**src/rtl/cpu_pkg.sv**
```systemverilog
// Shared constants, opcode/state enums and opcode decode helper for the 8-bit CPU.
package cpu_pkg;

  localparam int CPU_ADDR_W = 4;
  localparam int CPU_DATA_W = 8;

  localparam logic [3:0] OPC_PREFIX = 4'b0001;

  typedef enum logic [3:0] {
    OP_LD   = 4'd0,
    OP_ADD  = 4'd1,
    OP_SUB  = 4'd2,
    OP_AND  = 4'd3,
    OP_OR   = 4'd4,
    OP_STO  = 4'd5,
    OP_HALT = 4'd6
  } op_e;

  typedef enum logic [2:0] {
    S_IDLE  = 3'd0,
    S_FETCH = 3'd1,
    S_ADDR  = 3'd2,
    S_EXEC  = 3'd3,
    S_HALT  = 3'd4
  } state_e;

  // An opcode byte is legal only with the fixed prefix and an op in LD..HALT.
  function automatic logic opc_legal(input logic [7:0] b);
    return (b[7:4] == OPC_PREFIX) && (b[3:0] <= 4'd6);
  endfunction

endpackage

```
**src/rtl/cpu_alu8.sv**
```systemverilog
// Combinational ALU for the accumulator: LD/ADD/SUB/AND/OR with carry/borrow and zero.
module cpu_alu8
  import cpu_pkg::*;
#(
  parameter int DATA_W = CPU_DATA_W
) (
  input  logic [3:0]        i_op,
  input  logic [DATA_W-1:0] i_acc,
  input  logic [DATA_W-1:0] i_operand,
  output logic [DATA_W-1:0] o_result,
  output logic              o_carry,
  output logic              o_zero
);

  logic [DATA_W:0] w_sum;
  logic [DATA_W:0] w_diff;

  // Extra top bit of the widened sum/difference is the carry/unsigned borrow.
  always_comb begin
    w_sum    = {1'b0, i_acc} + {1'b0, i_operand};
    w_diff   = {1'b0, i_acc} - {1'b0, i_operand};
    o_result = i_acc;
    o_carry  = 1'b0;
    case (i_op)
      OP_LD:   o_result = i_operand;
      OP_ADD:  begin
        o_result = w_sum[DATA_W-1:0];
        o_carry  = w_sum[DATA_W];
      end
      OP_SUB:  begin
        o_result = w_diff[DATA_W-1:0];
        o_carry  = w_diff[DATA_W];
      end
      OP_AND:  o_result = i_acc & i_operand;
      OP_OR:   o_result = i_acc | i_operand;
      default: begin
        o_result = i_acc;
        o_carry  = 1'b0;
      end
    endcase
    o_zero = (o_result == {DATA_W{1'b0}});
  end

endmodule

```
**src/rtl/fetch_exec_ctrl.sv**
```systemverilog
// Fetch/operand/execute sequencer for the 8-bit CPU; drives the 16x8 memory
// and holds pc, accumulator and flags.
module fetch_exec_ctrl
  import cpu_pkg::*;
#(
  parameter int                ADDR_W   = CPU_ADDR_W,
  parameter int                DATA_W   = CPU_DATA_W,
  parameter logic [ADDR_W-1:0] RESET_PC = {ADDR_W{1'b0}}
) (
  input  logic              clk,
  input  logic              rst_n,
  input  logic              run,
  output logic [ADDR_W-1:0] mem_addr,
  input  logic [DATA_W-1:0] mem_data,
  output logic [DATA_W-1:0] mem_data_sto,
  output logic              mem_isto,
  output logic [DATA_W-1:0] acc,
  output logic [ADDR_W-1:0] pc,
  output logic              flag_z,
  output logic              flag_c,
  output logic              halted,
  output logic              illegal
);

  localparam logic [ADDR_W-1:0] PC_ONE = {{(ADDR_W-1){1'b0}}, 1'b1};

  state_e            r_state;
  logic [ADDR_W-1:0] r_pc;
  logic [ADDR_W-1:0] r_mar;
  logic [3:0]        r_ir;
  logic [DATA_W-1:0] r_acc;
  logic              r_z;
  logic              r_c;
  logic              r_halted;
  logic              r_illegal;
  logic              r_isto;

  logic [DATA_W-1:0] w_alu_result;
  logic              w_alu_carry;
  logic              w_alu_zero;
  logic [ADDR_W-1:0] w_addr;

  cpu_alu8 #(.DATA_W(DATA_W)) u_alu (
    .i_op      (r_ir),
    .i_acc     (r_acc),
    .i_operand (mem_data),
    .o_result  (w_alu_result),
    .o_carry   (w_alu_carry),
    .o_zero    (w_alu_zero)
  );

  // Memory address: operand address during execute, program counter otherwise.
  always_comb begin
    case (r_state)
      S_EXEC:  w_addr = r_mar;
      default: w_addr = r_pc;
    endcase
  end

  // Main sequencer; the store strobe is armed in S_ADDR so it is low exactly in S_EXEC.
  always_ff @(posedge clk or negedge rst_n) begin
    if (!rst_n) begin
      r_state   <= S_IDLE;
      r_pc      <= RESET_PC;
      r_mar     <= {ADDR_W{1'b0}};
      r_ir      <= 4'd0;
      r_acc     <= {DATA_W{1'b0}};
      r_z       <= 1'b1;
      r_c       <= 1'b0;
      r_halted  <= 1'b0;
      r_illegal <= 1'b0;
      r_isto    <= 1'b1;
    end else begin
      case (r_state)
        S_IDLE: begin
          r_isto <= 1'b1;
          if (run) r_state <= S_FETCH;
          else     r_state <= S_IDLE;
        end
        S_FETCH: begin
          r_isto <= 1'b1;
          r_ir   <= mem_data[3:0];
          r_pc   <= r_pc + PC_ONE;
          if (!opc_legal(mem_data[7:0])) begin
            r_illegal <= 1'b1;
            r_halted  <= 1'b1;
            r_state   <= S_HALT;
          end else if (mem_data[3:0] == OP_HALT) begin
            r_halted <= 1'b1;
            r_state  <= S_HALT;
          end else begin
            r_state <= S_ADDR;
          end
        end
        S_ADDR: begin
          r_mar   <= mem_data[ADDR_W-1:0];
          r_pc    <= r_pc + PC_ONE;
          r_isto  <= (r_ir == OP_STO) ? 1'b0 : 1'b1;
          r_state <= S_EXEC;
        end
        S_EXEC: begin
          r_isto <= 1'b1;
          if (r_ir != OP_STO) begin
            r_acc <= w_alu_result;
            r_z   <= w_alu_zero;
            r_c   <= w_alu_carry;
          end else begin
            r_acc <= r_acc;
          end
          r_state <= S_FETCH;
        end
        S_HALT: begin
          r_isto   <= 1'b1;
          r_halted <= 1'b1;
          r_state  <= S_HALT;
        end
        default: begin
          r_isto  <= 1'b1;
          r_state <= S_IDLE;
        end
      endcase
    end
  end

  assign mem_addr     = w_addr;
  assign mem_data_sto = r_acc;
  assign mem_isto     = r_isto;
  assign acc          = r_acc;
  assign pc           = r_pc;
  assign flag_z       = r_z;
  assign flag_c       = r_c;
  assign halted       = r_halted;
  assign illegal      = r_illegal;

endmodule

```
**config.mk**
```make
export PLATFORM = sky130hd
export DESIGN_NAME = fetch_exec_ctrl
export DESIGN_NICKNAME = d
export VERILOG_FILES = /design/src/rtl/cpu_pkg.sv /design/src/rtl/cpu_alu8.sv /design/src/rtl/fetch_exec_ctrl.sv
export SDC_FILE = /design/constraint.sdc
export NUM_CORES = 1
export LEC_CHECK = 0
export BUFFER_PORTS_ARGS = -buffer_cell sky130_fd_sc_hd__buf_2
export CAP_MARGIN = 25
export CORE_MARGIN = 3
export CORE_UTILIZATION = 52
export CTS_CLUSTER_SIZE = 16
export DETAILED_ROUTE_END_ITERATION = 12
export MAX_ROUTING_LAYER = met4
export PLACE_DENSITY = 0.77
export REMOVE_ABC_BUFFERS = 1
export SYNTH_ARGS = -nofsm -noshare
export SYNTH_HDL_FRONTEND = slang
export SYNTH_HIERARCHICAL = 1
export SYNTH_SLANG_ARGS = --single-unit
```
**constraint.sdc**
```tcl
create_clock -name clk -period 2.7 [get_ports clk]
set_clock_uncertainty 0.1 [all_clocks]
set_input_delay 0.135 -clock clk [delete_from_list [all_inputs] [get_ports clk]]
set_output_delay 0.135 -clock clk [all_outputs]
set_load 0.01 [all_outputs]
```
==> out/qor.yml <==
cells_and_area:
  num_antenna_cells: 0
  multiInputGateArea_sq_mm: 0.001818
  final_common_cell: "buf_4"
  syn2layout_area_growth_pct: 24.32
  n_fill_cell: 403
  drive_gt1_share_pct: 41.38
  mostFrequentLayoutCells: "buf_4 (40), buf_2 (39), dfrtp_1 (26)"
  final-seq-area_sq_um: 703.2
  final_core_utilization_pct: 67.97
  fin_nets: 387
setup_path:
  worst-setup-path-type: "flop to flop"
  max_stage_delay_ps: 440
  r2r-end: "flag_z"
  critPathSlowestCell: "or4_4"
  endpoint_kind: "flop"
  crit_chain: "buf_4, buf_4, ha_1, o21ba_2, or4_4, a21oi_2, o22ai_1, mux2i_1, or3_4, nor4_4, mux2_4"
  cp_max_fo: 4
  r2r_slack_ps: -5
  cp.arrival_ps: 2840
  crit_path_frequent_cell: "buf_4"
  rr_worst_depth: 11
  critical_path_required_ps: 2840
  cp-start-kind: "flop"
  worstReg2RegStart: "acc[1]"
floorplan:
  start_util_pct: 54.68
  io_pins: 40
  core_region_area_sq_mm: 0.004817
  die_h_um: 77.17
  fp.dieArea_sq_mm: 0.005955
  die_w_um: 77.17
  row_count: 25
routing:
  dr.first_iter.drc_count: 148
  drc: 0
  vias: 2403
  ant_nets: 0
  routed_via_density: 5.790
  drt_wl_total_um: 6980
  drtPass1Iterations: 4
  wl_per_cell_um: 16.82
global_route:
  grt_remaining_overflow: 0
  first_global_vias: 2325
  grt_max_degree: 29
  grt_pass1_wl_um: 11420
  antenna_found_initial: 0
  grtUsageTotal_pct: 24.76
sta:
  slew_violations: 0
  final-setup-viol-count: 1
  fmax_ghz: 0.3696
  fin_crit_sh_pct: 100.2
  tightest_slew_ps: 673.2
  setup_slack_ps: -5.370
  period_needed_ps: 2705
  hold_ws_ps: 66.65
  finalHoldViolations: 0
  rsz0062_at_grt: "true"
  relSlewSlack_pct: 55.12
  tns_ps: -5.370
pwr:
  power_uw: 885.6
  irDropWorstVdd_v: 0.0002348
  p_int_uw: 670.7
  power.share.sequential_pct: 47.3
  p_sw_uw: 214.9
  power_frac_clock_pct: 39.0
  p_leak_uw: 0.001675
  powerDensity_mw_per_mm2: 270.5
  power_frac_comb_pct: 13.7
  swShare_pct: 24.27
yosys:
  synth_seq_cells: 28
  async_flop_share_pct: 100.0
  yosys.area.top_type: "dfrtp_1"
  yosysTopAreaCellShare_pct: 24.70
  yosysSeqAreaShare_pct: 26.70
  synth_edf_count: 0
  netlist_area_sq_mm: 0.002634
  synth.avg_cell_area_sq_um: 9.274
  syn_inst: 284
  synthTopCellsByArea: "dfrtp_1 (25%), ha_1 (12%), mux2_2 (9.8%), a21oi_1 (3.6%), inv_1 (3.1%)"
  yosysWarnings: 6
  ys.flop_type: "dfrtp_1"
  synthDistinctLibCells: 64
cts:
  cts-root-buf: "clkbuf_8"
  cts_made_buffers: 3
  insertion_delay_ps: 280
  cts_tree: "done"
  clock_sinks: 28
  htreeDepth: 1
  path_clk_slew_ps: 100
  clockBufferDepth: 2
worst_hold_path:
  min_to: "illegal"
  hold_path_class: "input port to flop"
  min_from: "mem_data[7]"
  min_delay_path_depth: 3
run:
  max_cap_violations: 0
placed_design:
  place_congestion: 0.9975
  io_buffers: 39
  hpwl_um: 5162
run_status:
  outcome: "finished, violations left"
  failed_checks: "negative setup slack"
[metrics by stage]
stage,instance area [sq um],setup WS (ps),cells
after floorplan,2490,-130.9,263
after global placement,3054,-73.26,407
after detailed placement,3054,-103.7,407
after CTS,3198,1.117,413
after global routing,3274,-77.09,415
final,3274,-5.370,415
[kinds of logic after synthesis]
group / count (synthesis) / share of synthesized area [%]
compound gates: 72 / 19.05
xor+xnor: 8 / 2.660
fa+ha+maj: 27 / 13.40
buf+inv: 43 / 8.598
flops: 28 / 26.70
mux: 27 / 11.35
simple gates: 79 / 18.24
[synth_stat cells (all sizes together) (4+ instances only)]
cell type,instances
ha,25
a21o,4
inv,22
xnor2,5
dfrtp,26
a21oi,20
mux2,23
nand2b,6
o32a,4
nor3,6
a31oi,5
o21ai,10
buf,18
mux2i,4
nor2,18
nand3,5
nand2,21
a211o,4
nor3b,5
[per-layer routing]
layer | track usage [%] | part of all wire (%)
met5 | - | 0
met3 | 2.465 | 6.8
met1 | 33.01 | 44
met4 | 9.609 | 2.5
met2 | 38.86 | 46
[worst max-delay path, delay by kind of cell, from the launching register on]
| family | cells | cell delay (ps) |
|---|---|---|
| AND/OR/NAND/NOR | 3 | 1020 |
| AO/OA/AOI/OAI | 3 | 430 |
| flip-flops | 1 | 390 |
| multiplexers | 2 | 320 |
| buffers and inverters | 2 | 260 |
| adder cells (fa/ha/maj) | 1 | 150 |
[worst max path at each step]
stage                       from  slack, ps     end  cells after the start
final                     acc[1]         -5  flag_z                     11
after global placement    acc[0]        -70  flag_z                     12
after floorplan           acc[0]       -130  flag_c                     10
after detailed placement  acc[0]       -100  flag_z                     12
after global routing      acc[1]        -80  flag_z                     11
after CTS                 acc[0]          1  flag_z                     12
[flip-flops by register name (all words and copies together) (netlist names)]
name      cells
acc           8
halted        1
flag_c        1
flag_z        1
pc            4
illegal       1
r_mar         4
r_ir          4
mem_isto      1
r_state       3
[what timing repair did]
action | 4_1_cts | 5_1_grt
gates cloned | 0 | 0
hold endpoints to repair | 27 | 0
setup buffers | 0 | 2
hold buffers | 2 | 0
gates resized for setup | 13 | 15
endpoints found under the setup margin | 3 | 3
pin swaps | 5 | 9
[power by group through the flow]
stage / clock network (uW) / registers [uW] / logic [uW]
4_1_cts: 354 / 419 / 114
3_5_place_dp: 0 / 427 / 107
2_1_floorplan: 0 / 427 / 55.8
3_3_place_gp: 0 / 427 / 105
6_report: 345 / 419 / 121
5_1_grt: 365 / 419 / 134
[cell type report]
| cell class | instances | share of cell area [%] |
|---|---|---|
| Timing Repair Buffer | 81 | 15.74 |
| Clock inverter | 1 | 0.9171 |
| Clock buffer | 3 | 1.261 |
| Tap cell | 67 | 2.560 |
| Multi-Input combinational cell | 213 | 55.52 |
| Inverter | 22 | 2.522 |
| Sequential cell | 28 | 21.47 |
Note: power is estimated with default switching activity, not from simulation.
